File: src/rtl/sample_pacer.sv
// sample_pacer: FIFO-side audio pacer. Waits for a prefill level, pops one
// sample per CLK_DIV clocks, scales it by volume and strobes it out to the
// PWM stage. An empty FIFO at a tick holds the last sample, counts an
// underrun and drops back to prefill so the reader can catch up.
module sample_pacer #(
    parameter int CLK_DIV = 2268,
    parameter int PREFILL = 512,
    parameter int CW      = 11
) (
    input  logic          clk_100mhz,
    input  logic          reset_n,
    input  logic          enable,
    input  logic [CW-1:0] fifo_count,
    input  logic          fifo_empty,
    input  logic [7:0]    fifo_dout,
    output logic          fifo_rd_en,
    input  logic [3:0]    volume,
    output logic [7:0]    sample_out,
    output logic          sample_valid,
    output logic          underrun,
    output logic [15:0]   underrun_count,
    output logic          playing
);

    localparam int              TW          = $clog2(CLK_DIV);
    localparam logic [TW-1:0]   TICK_AT     = TW'(CLK_DIV - 1);
    localparam logic [CW-1:0]   PREFILL_LVL = CW'(PREFILL);
    localparam int              STAGES      = 1;

    typedef enum logic [1:0] {IDLE, PRE, PLAY} state_t;

    state_t          state;
    logic [TW-1:0]   tick_cnt;
    logic [STAGES:0] vld_pipe;   // a tick is in flight (pop or underrun)
    logic [STAGES:0] pop_pipe;   // that tick actually popped the FIFO
    logic [1:0]      rst_sync;
    logic            rst_n;
    logic            tick;

    // Centred gain: (s-128)*vol/16 + 128, floor shift; vol 15 is bypass.
    function automatic logic [7:0] scale(input logic [7:0] s, input logic [3:0] v);
        logic signed [8:0]  d;
        logic signed [12:0] p;
        logic signed [12:0] q;
        d = $signed({1'b0, s}) - 9'sd128;
        p = $signed({{4{d[8]}}, d}) * $signed({9'b0, v});
        q = p >>> 4;
        if (v == 4'hF) scale = s;
        else           scale = 8'(q + 13'sd128);
    endfunction

    // Reset asserts immediately, releases two clocks after reset_n rises.
    always_ff @(posedge clk_100mhz or negedge reset_n) begin
        if (!reset_n) rst_sync <= 2'b00;
        else          rst_sync <= {rst_sync[0], 1'b1};
    end
    assign rst_n = rst_sync[1];

    assign tick = (state == PLAY) && (tick_cnt == TICK_AT);

    // Control FSM, sample period counter, read pipeline and outputs.
    always_ff @(posedge clk_100mhz or negedge rst_n) begin
        if (!rst_n) begin
            state          <= IDLE;
            tick_cnt       <= '0;
            vld_pipe       <= '0;
            pop_pipe       <= '0;
            fifo_rd_en     <= 1'b0;
            sample_out     <= 8'h80;
            sample_valid   <= 1'b0;
            underrun       <= 1'b0;
            underrun_count <= 16'h0000;
            playing        <= 1'b0;
        end else if (!enable) begin
            // Stop/mute: flush in-flight samples, output silence.
            state        <= IDLE;
            tick_cnt     <= '0;
            vld_pipe     <= '0;
            pop_pipe     <= '0;
            fifo_rd_en   <= 1'b0;
            sample_out   <= 8'h80;
            sample_valid <= 1'b0;
            underrun     <= 1'b0;
            playing      <= 1'b0;
        end else begin
            fifo_rd_en   <= 1'b0;
            underrun     <= 1'b0;
            vld_pipe     <= {vld_pipe[STAGES-1:0], tick};
            pop_pipe     <= {pop_pipe[STAGES-1:0], tick && !fifo_empty};
            sample_valid <= vld_pipe[STAGES];
            // fifo_dout is valid here, one cycle after the pop
            if (vld_pipe[STAGES] && pop_pipe[STAGES])
                sample_out <= scale(fifo_dout, volume);

            case (state)
                IDLE: state <= PRE;
                PRE: begin
                    if (fifo_count >= PREFILL_LVL) begin
                        state    <= PLAY;
                        playing  <= 1'b1;
                        tick_cnt <= '0;
                    end
                end
                PLAY: begin
                    tick_cnt <= tick ? '0 : tick_cnt + 1'b1;
                    if (tick) begin
                        if (!fifo_empty) begin
                            fifo_rd_en <= 1'b1;
                        end else begin
                            underrun <= 1'b1;
                            if (underrun_count != 16'hFFFF)
                                underrun_count <= underrun_count + 16'd1;
                            state   <= PRE;
                            playing <= 1'b0;
                        end
                    end
                end
                default: state <= IDLE;
            endcase
        end
    end

endmodule

File: config.mk
export PLATFORM = sky130hd
export DESIGN_NAME = sample_pacer
export DESIGN_NICKNAME = d
export VERILOG_FILES = /design/src/rtl/sample_pacer.sv
export SDC_FILE = /design/constraint.sdc
export NUM_CORES = 1
export LEC_CHECK = 0
export ABC_AREA = 1
export CAP_MARGIN = 20
export CELL_PAD_IN_SITES_DETAIL_PLACEMENT = 0
export CELL_PAD_IN_SITES_GLOBAL_PLACEMENT = 1
export CORE_MARGIN = 2
export CORE_UTILIZATION = 30
export CTS_BUF_LIST = sky130_fd_sc_hd__clkbuf_8
export CTS_CLUSTER_DIAMETER = 80
export CTS_CLUSTER_SIZE = 16
export DETAILED_ROUTE_END_ITERATION = 8
export HOLD_SLACK_MARGIN = 0.1
export PLACE_DENSITY_LB_ADDON = 0.1
export SETUP_SLACK_MARGIN = 0.05
export SYNTH_ARGS = -nofsm -noshare
export SYNTH_HDL_FRONTEND = slang
export SYNTH_SLANG_ARGS = --single-unit
File: constraint.sdc
create_clock -name clk_100mhz -period 1.5 [get_ports clk_100mhz]
set_input_delay 0.225 -clock clk_100mhz [delete_from_list [all_inputs] [get_ports clk_100mhz]]
set_output_delay 0.225 -clock clk_100mhz [all_outputs]
set_load 0.1 [all_outputs]
Yosys cells after proc, flatten, opt, wreduce, memory -nomap -nowiden. Cells that the tools add are included.

Input port bits: 27. Output and inout bits: 28. Register bits after elaboration: 48. Logic and storage cells: 64.

Multiply operators: 1. Eq/ne operators: 10. $add $sub $neg: 4. $lt $le $gt $ge: 1. Mux-type cells: 28. Reduce and logical (&&, ||, !) cells: 9.

Operators with widths (number): 12-bit 2-to-1 mux (3); 8-bit 2-to-1 mux (3); 12-bit one-hot mux with 2 select lines (1); 16-bit by 1-bit adder with 16-bit output, second input constant (1); 16-bit != test, second input constant (1); 1-bit 2-to-1 mux (13); 12-bit by 1-bit adder with 12-bit output, second input constant (1); 12-bit equality test, second input constant (1); 9-bit by 5-bit multiplier with 12-bit output (1); 2-bit 2-to-1 mux (6); 11-bit by 10-bit >= comparator with 1-bit output, second input constant (1); 3-bit != test, second input constant (3); 8-bit by 8-bit subtractor with 9-bit output, second input constant (1); 8-bit adder, second input constant (1); 2-bit one-hot mux with 3 select lines (1); 5-bit AND reduction (1); 4-bit equality test, second input constant (1); 4-bit AND reduction (1); 1-bit logical AND (3); 3-bit by 1-bit != test with 1-bit output, second input constant (1); 3-bit AND reduction (1); 2-bit by 1-bit equality test with 1-bit output, second input constant (1); 2-bit equality test, second input constant (1); 2-bit logical NOT (1); other kinds (4) (4).

Depth between registers and ports, before layout. Gate-level depths: netlist (run 1).

Depth in word-level cells: 6. Mapped depth: 19. Depth with buffers taken out: 18.

Worst setup path after synthesis (run 1). OpenSTA, ideal clock, no wires.

Path kind: input port to flip-flop. Start: input port volume[2]. End: register sample_out[7]. Arrival: 3.046 ns. Library setup time: 0.073 ns. Cell stages on the path: 16. Buffers on the path: 1. Path slack: -1.619 ns. Required time: 1.427 ns. Cell sequence: clkbuf_1 inv_1 nor2_1 inv_1 ha_1 inv_1 fa_1 inv_1 fa_1 ha_1 a21oi_1 a21boi_0 nand3b_1 nand2_1 nand3_1 a21oi_1.

Cells in the longest elaborated chain, start to end: 5. Elaborated cells on any way between the ends: 6. Classes of those cells: add/sub (1); mul (1); eq/ne (1); mux (3).

Ends and longest elaborated chain: from (decl) (RTL line 17) `input logic [3:0] volume,`; 9-bit by 5-bit multiplier with 12-bit output (RTL line 46) `p = $signed({{4{d[8]}}, d}) * $signed({9'b0, v});`; 8-bit adder (RTL line 49) `else scale = 8'(q + 13'sd128);`; 8-bit 2-to-1 mux (*) (RTL line 48) `if (v == 4'hF) scale = s;`; 8-bit 2-to-1 mux (*) (RTL line 92) `if (vld_pipe[STAGES] && pop_pipe[STAGES])`; 8-bit 2-to-1 mux (*) (RTL line 74) `end else if (!enable) begin`; to (signal assigned) (RTL line 93) `sample_out <= scale(fifo_dout, volume);`; to (decl) (RTL line 18) `output logic [7:0] sample_out,`.

Every way passes the cells marked *; elsewhere a longest branch is shown, timed or not. The select of a mux whose other input is x is not followed. A chain may end at the register's enable or synchronous reset.

Worst setup path in the final report (run 1).
Start: input port volume[3]. End: register sample_out[4].

Same word-level chain as after synthesis.

==> qor.yml, run 1 <==
power:
  combPwrFrac_pct: 48.3
  clkPwrFrac_pct: 22.1
  seqPwrFrac_pct: 29.6
  swShare_pct: 36.5
  ir_drop_uv: 691
  total_power_w: 0.00476
  p_leak_nw: 3.13
  internal_power_w: 0.00302
  p_sw_w: 0.00174
  powerDensity_nw_per_um2: 758
die:
  start_util_pct: 30.9
  dieHeight_um: 116
  dieArea_um2: 13300
  coreArea_um2: 12100
  fp.dieW_um: 116
  rows: 40
  pin_count: 55
critical_path:
  crit_start: "volume[3]"
  crit_path_max_incr_delay_ns: 0.54
  critPathKind: "in2reg"
  cpLargestDelayFamily: "adder cells"
  crit_chain: "buf_6 -> buf_6 -> nand2_2 -> inv_2 -> ha_4 -> inv_2 -> fa_1 -> fa_1 -> inv_2 -> ha_4 -> buf_6 -> nand2_2 -> inv_1 -> nand2_1 -> nand2_2 -> nand2_2 -> nand3_1 -> nand3_1 -> nand2_1 -> nand2_1"
  cp.depth: 20
  r2r_start: "tick_cnt[0]"
  critPathCaptureType: "register"
  cp.arrival_ns: 2.85
  crit_slowest_cell: "fa_1"
  r2r_cells: 10
  required_ns: 1.71
  critPathMaxFanout: 5
  path_buf_inv: 7
  worst_path_most_repeated_cell: "nand2_2"
  critPathLaunchType: "primary input"
clocking:
  cts_buffer_depth: 2
  clock-sinks: 48
  cts_buffers: 5
  insertion_delay_ns: 0.32
  htreeDepth: 2
  cts_root_buffer: "clkbuf_8"
  clk_pin_slew_ns: 0.09
  tritoncts: "yes"
outcome:
  violations: "setup timing"
  outcome: "finished with violations"
placement:
  port_buffers: 45
  dp_slack_ns: -2.03
  hpwl_um: 7770
  dpl_cell_area_um2: 5510
  gp_congestion: 0.799
route:
  drcViolationCount: 0
  routedWlPerCell_um: 12.2
  dr.pass1.iters: 4
  vias_per_cell: 4.31
  wirelength_um: 10200
  detail-route-antenna-nets: 0
  first_iter_violations: 180
  vias: 3589
yosys:
  synth_cells: 515
  yosysSeqAreaShare_pct: 32.2
  ys_warn_count: 0
  ys_ff_latch: 48
  synthTopCellsByArea: "dfrtp_1 32%, nand2_1 15%, inv_1 10%"
  syn_nets: 578
  yosys.area.top_type: "dfrtp_1"
  synth_cell_types: 36
  synthesis.area_um2: 3730
  syn_avg_cell_area_um2: 7.24
  synth_top_area_share_pct: 31.5
global_route:
  antenna_found_initial: 0
  grt_usage_pct: 16.3
  overflow: 0
  grt_pass1_wl_um: 17300
  grt_start_max_net_pins: 35
  grt_pass1_vias: 3653
finish:
  mostFrequentLayoutCell: "nand2_1"
  multiInputGateArea_um2: 2720
  drive_gt1_share_pct: 46.5
  mostFrequentLayoutCells: "113 x nand2_1, 85 x buf_4, 79 x inv_1, 35 x nor2_1, 31 x nand2_2"
  design_area_um2: 6270
  n_antenna_cell: 0
  filler_cell_count: 1176
  area_growth_pct: 68.2
  fin_nets: 727
  register_area_um2: 1240
hold_path:
  hp-class: "reg2async"
timing:
  setup_slack_ns: -1.14
  finalSetupTns_ns: -9.76
  fin_crit_sh_pct: 176
  finalMaxSlewViolations: 0
  rsz0062_at_grt: "true"
  setup_viol: 27
  skew_ns: 0.00974
  period_needed_ns: 2.64
  hold_viol_final: 0
  max_freq_ghz: 0.378
flow_run:
  maxCapViolCount: 0
[synth_stat cells, drive strengths merged]
library cell,count
nand2,153
inv,106
nor2,50
dfrtp,47
nand3,28
ha,21
o21ai,20
a21oi,19
fa,15
xor2,13
nor3,11
nand4,7
xnor2,7
buf,3
clkbuf,3
nand3b,3
nor4,3
a21boi,1
clkinv,1
conb,1
dfstp,1
nor3b,1
o211ai,1
[sequential cells by signal, indices dropped and copies added (netlist names), 2 cells and up]
signal	cells
vld_pipe	2
sample_out	8
tick_cnt	12
underrun_count	16
state	2
pop_pipe	2
rst_sync	2
[cells by family (layout without fill, tap and decap cells)]
group                      after synthesis  after routing  share of synthesized area [%]
AOI/OAI and AO/OA                       41             41                           6.04
adders and majority gates               36             36                           15.1
DFF                                     48             48                           32.2
xor gates and xnor gates                20             20                           4.70
other                                    1              1                          0.101
and+or+nand+nor                        256            256                           30.1
buffers and inverters                  113            263                           11.8
[power groups by stage]
stage	logic, W	clock network [W]	registers (W)
floorplan	0.00100	0	0.00152
global placement	0.00178	0	0.00142
detailed placement	0.00178	0	0.00142
CTS	0.00211	0.00109	0.00140
global route	0.00252	0.00115	0.00142
finish	0.00230	0.00105	0.00141
[final timing paths]
kind                            slack (ns)                 to
worst max-delay path                 -1.14      sample_out[4]
worst min-delay path                  0.17  underrun_count[8]
worst max register to register       -0.10        tick_cnt[9]
worst min register to register        0.17  underrun_count[8]
max in group asynchronous             0.77      sample_out[7]
min in group clk_100mhz               0.35        rst_sync[1]
[cell type report]
cell class | count | area share (%)
multi-input combinational | 354 | 43.4
timing repair buffer | 147 | 24.5
sequential | 48 | 19.8
inverter | 107 | 6.72
tap | 168 | 3.35
clock buffer | 7 | 1.54
clock inverter | 1 | 0.479
timing repair inverter | 1 | 0.140
[metrics by stage]
stage / util (%) / instances / hold WS, ns
2_1_floorplan: - / 515 / -0.0706
3_3_place_gp: 45.7 / 808 / 0.174
3_5_place_dp: 45.7 / 808 / 0.172
4_1_cts: 49.9 / 829 / 0.175
5_1_grt: 52.0 / 833 / 0.196
6_report: 52.0 / 833 / 0.166
[metal layers]
layer	up-vias	track usage, %	wire length [um]
met3	6	2.20	221
met2	35	29.3	5300
met4	0	3.86	104
met5	-	0	0
met1	1674	20.7	4550
li1	1874	-	-
[what timing repair did]
item,in CTS,in global routing
hold buffers,1,0
buffers inserted,11,6
endpoints found under the hold margin,2,0
pin swaps,70,38
setup endpoints to repair,39,41
gates resized for setup,131,60
cloned,2,0
(Power assumes the default switching activity.)
==> run 2: changes to the inputs <==
--- a/config.mk
+++ b/config.mk
@@ -11,10 +11,11 @@
 export CELL_PAD_IN_SITES_GLOBAL_PLACEMENT = 1
 export CORE_MARGIN = 2
 export CORE_UTILIZATION = 30
-export CTS_BUF_LIST = sky130_fd_sc_hd__clkbuf_8
+export CTS_BUF_LIST = sky130_fd_sc_hd__clkbuf_16
 export CTS_CLUSTER_DIAMETER = 80
 export CTS_CLUSTER_SIZE = 16
 export DETAILED_ROUTE_END_ITERATION = 8
+export GPL_TIMING_DRIVEN = 0
 export HOLD_SLACK_MARGIN = 0.1
 export PLACE_DENSITY_LB_ADDON = 0.1
 export SETUP_SLACK_MARGIN = 0.05
==> qor.yml, run 2 (synthesis results as in run 1) <==
finish:
  mostFrequentLayoutCell: "nand2_1"
  fin_nets: 662  # -8.9%
  area_growth_pct: 47.7
  fin_cells: 768  # -7.8%
  multiInputGateArea_um2: 2730  # about the same
  final_util_pct: 45.7  # -6.3 points
  filler_cell_count: 1226  # +4.3%
  largest-register: "underrun_count"
  reg_top3: "underrun_count (16), tick_cnt (12), sample_out (8)"
  register_area_um2: 1240  # +0.10%
  mostFrequentLayoutCells: "110 x nand2_1, 77 x inv_1, 33 x nor2_1, 31 x nand2_2, 30 x buf_4"
  largest_reg_flops: 16  # unchanged
  n_antenna_cell: 0  # unchanged
  drive_gt1_share_pct: 41.7  # -4.8 points
die:
  coreArea_um2: 12100  # unchanged
  dieHeight_um: 116  # unchanged
  fp.dieW_um: 116  # unchanged
  start_util_pct: 30.9  # unchanged
  rows: 40  # unchanged
  dieArea_um2: 13300  # unchanged
  pin_count: 55  # unchanged
placement:
  port_buffers: 42  # -6.7%
  dp_cells: 726  # -10%
  gp_congestion: 0.808  # +1.1%
  dp_slack_ns: -2.06  # -0.0252 ns
  hpwl_um: 7190  # -7.5%
critical_path:
  crit_path_max_incr_delay_ns: 0.51  # -0.03 ns
  critPathMaxFanout: 7  # +2
  path_buf_inv: 5  # -2
  cp.arrival_ns: 2.89  # +0.04 ns
  critPathCaptureType: "register"
  crit_slowest_cell: "fa_1"
  cpLargestDelayFamily: "adder cells"
  critPathKind: "in2reg"
  required_ns: 1.72  # about the same
  crit_chain: "clkbuf_16 -> inv_6 -> nor2_4 -> inv_2 -> ha_1 -> inv_2 -> fa_1 -> inv_2 -> fa_1 -> ha_4 -> nand2_4 -> nor2_4 -> nand2_2 -> nor2_4 -> nor2_2 -> nand2_1 -> nand3_2 -> a21oi_2"
  critPathLaunchType: "primary input"
  r2r_setup_slack_ns: -0.14  # -0.04 ns
clocking:
  clk_pin_slew_ns: 0.07  # -0.02 ns
  insertion_delay_ns: 0.30  # -0.02 ns
  cts_buffer_depth: 2  # unchanged
  tritoncts: "yes"
  cts_buffers: 5  # unchanged
  htreeDepth: 2  # unchanged
  cts_root_buffer: "clkbuf_16"
  clock-sinks: 48  # unchanged
global_route:
  overflow: 0  # unchanged
  grt_usage_pct: 15.6  # -0.69 points
  antenna_found_initial: 0  # unchanged
  grt_pass1_vias: 3494  # -4.4%
  grt_start_max_net_pins: 26  # -26%
  grt_pass1_wl_um: 16400  # -4.7%
route:
  vias_per_cell: 4.42  # +2.5%
  dr.pass1.iters: 4  # unchanged
  vias: 3391  # -5.5%
  first_iter_violations: 113  # -37%
  routedWlPerCell_um: 12.7  # +4.1%
  drcViolationCount: 0  # unchanged
  wirelength_um: 9770  # -4.0%
  detail-route-antenna-nets: 0  # unchanged
timing:
  max_freq_ghz: 0.375  # -0.80%
  slew_headroom_pct: 55.9
  fin_crit_sh_pct: 178  # +1.4 points
  rsz0062_at_grt: "true"
  hold_viol_final: 0  # unchanged
  period_needed_ns: 2.66  # +0.0214 ns
  tightest_slew_ns: 0.662
  finalMaxSlewViolations: 0  # unchanged
  setup_viol: 34  # +26%
  setup_slack_ns: -1.16  # -0.0214 ns
  holdWs_ns: 0.254  # +0.0877 ns
  skew_ns: 0.00925  # -0.000494 ns
outcome:
  violations: "setup timing"
  outcome: "finished with violations"
power:
  powerDensity_nw_per_um2: 846  # +12%
  ir_drop_uv: 1000  # +45%
  p_leak_nw: 2.78  # -11%
hold_path:
  hp-class: "reg2async"
flow_run:
  maxCapViolCount: 0  # unchanged
[run 2: cell count changes in the layout (fill, tap and decap cells not counted), moves of 5 or more]
cell             delta
buf_2              +12
clkbuf_16           +6
buf_12             -29
buf_6               -6
clkdlybuf4s18_2     +5
buf_4              -55
clkbuf_8            -6
[run 2: final timing paths]
path,depth (start not counted),from,end
setup / recovery,18,volume[2],sample_out[7]
hold / removal,0,rst_sync[1],underrun_count[15]
setup reg to reg,8,tick_cnt[2],underrun_count[4]
hold reg to reg,0,rst_sync[1],underrun_count[15]
max in group asynchronous,1,rst_sync[1],tick_cnt[2]
min in group clk_100mhz,3,fifo_dout[7],sample_out[7]
[run 2: timing repair]
item | in CTS | in global routing
endpoints found under the setup margin | 68 | 49
hold buffers | 1 | 0
gates cloned | 2 | 0
buffers inserted | 22 | 9
resized for setup | 230 | 102
endpoints found under the hold margin | 2 | 0
pin swaps | 47 | 50
[run 2: area by class of cell]
type                            instances  area share (%)
Timing Repair Buffer                   77            11.9
Tap cell                              168            3.81
Buffer                                  6            1.41
Inverter                              107            7.77
Clock inverter                          3           0.772
Multi-Input combinational cell        354            49.5
Sequential cell                        48            22.6
Clock buffer                            5            2.27
[run 2: worst reg2reg max path: stages (launching register included)]
cell and delay (ns):
dfrtp_2 0.46, inv_2 0.10, nand3_4 0.08, nor4_4 0.30, nand3_4 0.22, inv_6 0.15, buf_8 0.14, nand2_2 0.05
nand2_1 0.06
[run 2: per-stage QoR]
step	area [um^2]	setup TNS (ns)	power, W
floorplan	3980	-13.75	0.00252
global placement	4610	-64.70	0.00283
detailed placement	4630	-34.11	0.00284
CTS	5150	-10.82	0.00443
global route	5510	-14.90	0.00501
finish	5510	-10.61	0.00466
[run 2: report_power, final]
group	internal, W	switching (W)	total [W]
Clock	0.000784	0.000503	0.00129
Combinational	0.000818	0.00115	0.00197
Sequential	0.00135	0.0000607	0.00141
Total	0.00295	0.00171	0.00466
[run 2: per-layer routing]
metal / GRT usage, % / share of wire (%)
met5: 0 / 0
met4: 5.22 / 1.4
met3: 2.09 / 2.5
met2: 28.0 / 51
met1: 19.2 / 45
==> variant (flow settings as in run 2) <==
The parameter `CW` goes from 11 to 10.
--- a/src/rtl/sample_pacer.sv
+++ b/src/rtl/sample_pacer.sv
@@ -5,7 +5,7 @@
 module sample_pacer #(
     parameter int CLK_DIV = 2268,
     parameter int PREFILL = 512,
-    parameter int CW      = 11
+    parameter int CW      = 10
 ) (
     input  logic          clk_100mhz,
     input  logic          reset_n,
Ports: changed (resized fifo_count); port bits go from 55 to 54. The function was not compared with the original's and may differ.
==> variant against run 2 <==
Final area is 0.20% higher; routed wire length decreased by 1.1%; clock skew fell by 2.5 ps; critical path type unchanged; die area about the same; largest cell class unchanged; synthesized area shrank 0.10%; the run still ends with negative setup slack left; total power decreased by 0.13%; clock power shrank 17%; worst setup slack worse by 4.7 ps; final cell count decreased by 2.9%; sequential cell count unchanged.
==> variant: results (changes against run 2) <==
Worst path slowest cell -> fa_1
Final HPWL DP -> 7.08 mm (-1.6%)
asr flop ratio synth -> 100% (unchanged)
PwrDens -> 844 nW/µm² (-0.34%)
DRT iter0 DRCs -> 144 (+27%)
number of global-route vias before repair -> 3299 (-5.6%)
fraction of area in multi-input gates -> 49.9% (+0.49 points)
initial antenna violation count -> 0 (unchanged)
WL final -> 9.66 mm (-1.1%)
Setup WS pre-CTS -> -2010 ps (+47.1 ps)
skew final -> 6.72 ps (-2.53 ps)
Final TNS setup -> -11200 ps (-595 ps)
share of cells above drive strength 1 -> 45.2% (+3.5 points)
final-layout non-clock buffer area share -> 13.3% (-0.027 points)
# port buffers -> 40 (-4.8%)
vias per inst -> 4.41 (about the same)
placed standard-cell area -> 4630 µm² (about the same)
first-pass GRT wire length -> 16.3 mm (-0.71%)
placed cells -> 707 (-2.6%)
Multi-In Gates -> 336 (-5.1%)
Post-CTS Resized -> 223 (-3.0%)
Post-synth top flop -> dfrtp_1
worst-margin pin slew -> 761 ps (+98.7 ps)
nets -> 639 (-3.5%)
Post-Syn Nets -> 560 (-3.1%)
Post-Synth Adder-Cell Area -> 15.1% (+0.015 points)
sequential area share after synthesis -> 32.3% (+0.032 points)
post-synthesis xor/xnor area fraction -> 4.94% (+0.24 points)
total combinational power -> 0.00216 W (+9.6%)
Inserted Diodes -> 0 (unchanged)
Worst-Skew Late Latency -> 290 ps
Clk network pwr share -> 23.0% (-4.6 points)
gpl congestion -> 0.806 (-0.24%)
largest net degree at the start of global routing -> 35 (+35%)
post-route cell area -> 5520 µm² (+0.20%)
Yosys cell types -> 38 (+5.6%)
Cell Count, Final, Fillers Out -> 746 (-2.9%)
Layout fillers -> 1206 (-1.6%)
sw frac -> 38.1% (+1.4 points)
final worst slack -> -1170 ps (-4.72 ps)
Final Setup Violations -> 40 (+18%)
Synth area leaders -> dfrtp_1 (32%), nand2_1 (13%), inv_1 (10%), fa_1 (8.1%), ha_1 (7.1%)
worst path arrival time -> 2890 ps (about the same)
gr usage total -> 15.3% (-0.27 points)
failing checks -> negative setup slack
H-Tree Depth -> 2 (unchanged)
VDD IR max -> 0.000711 V (-29%)
post-synthesis compound-gate area fraction -> 8.26% (+2.2 points)
Cells after Synth -> 498 (-3.3%)
number of non-clock buffers in the layout -> 78 (-6.0%)
status -> finished, violations left
Regs by FF count -> underrun_count (16), tick_cnt (12), sample_out (8)
clock-cell share of area -> 2.47% (-0.57 points)
synth cell count leaders -> nand2_1 (130), inv_1 (102), dfrtp_1 (47)
slowest stage delay, CP -> 550 ps (+40 ps)
Non-clk invs -> 108 (+0.93%)
Static Leak -> 2.58 nW (-7.3%)
worst-path fanout max -> 8 (+1)
variant: cell count changes in the layout (fill, tap and decap cells not counted), moves of 6 or more:
cell / delta
nand2_1: -19
buf_4: -10
nand3_1: -9
nor2_1: -9
buf_6: +7
inv_2: +7
buf_12: +6
variant: layer usage:
| metal | routed length [µm] | global-route usage [%] | up-vias |
|---|---|---|---|
| met4 | 72 | 2.97 | 0 |
| met3 | 388 | 2.93 | 6 |
| met2 | 4380 | 23.9 | 43 |
| met5 | 0 | 0 | - |
| met1 | 4810 | 22.2 | 1546 |
| li1 | - | - | 1698 |
variant: final timing paths:
check,cells after the start,slack (ps),startpoint,end
worst max-delay path,20,-1170,volume[2],sample_out[7]
worst min-delay path,0,170,rst_sync[1],tick_cnt[8]
worst max register to register,10,-180,tick_cnt[1],underrun_count[2]
worst min register to register,0,170,rst_sync[1],tick_cnt[8]
max in group asynchronous,2,730,reset_n,rst_sync[1]
min in group clk_100mhz,3,240,fifo_dout[3],sample_out[3]
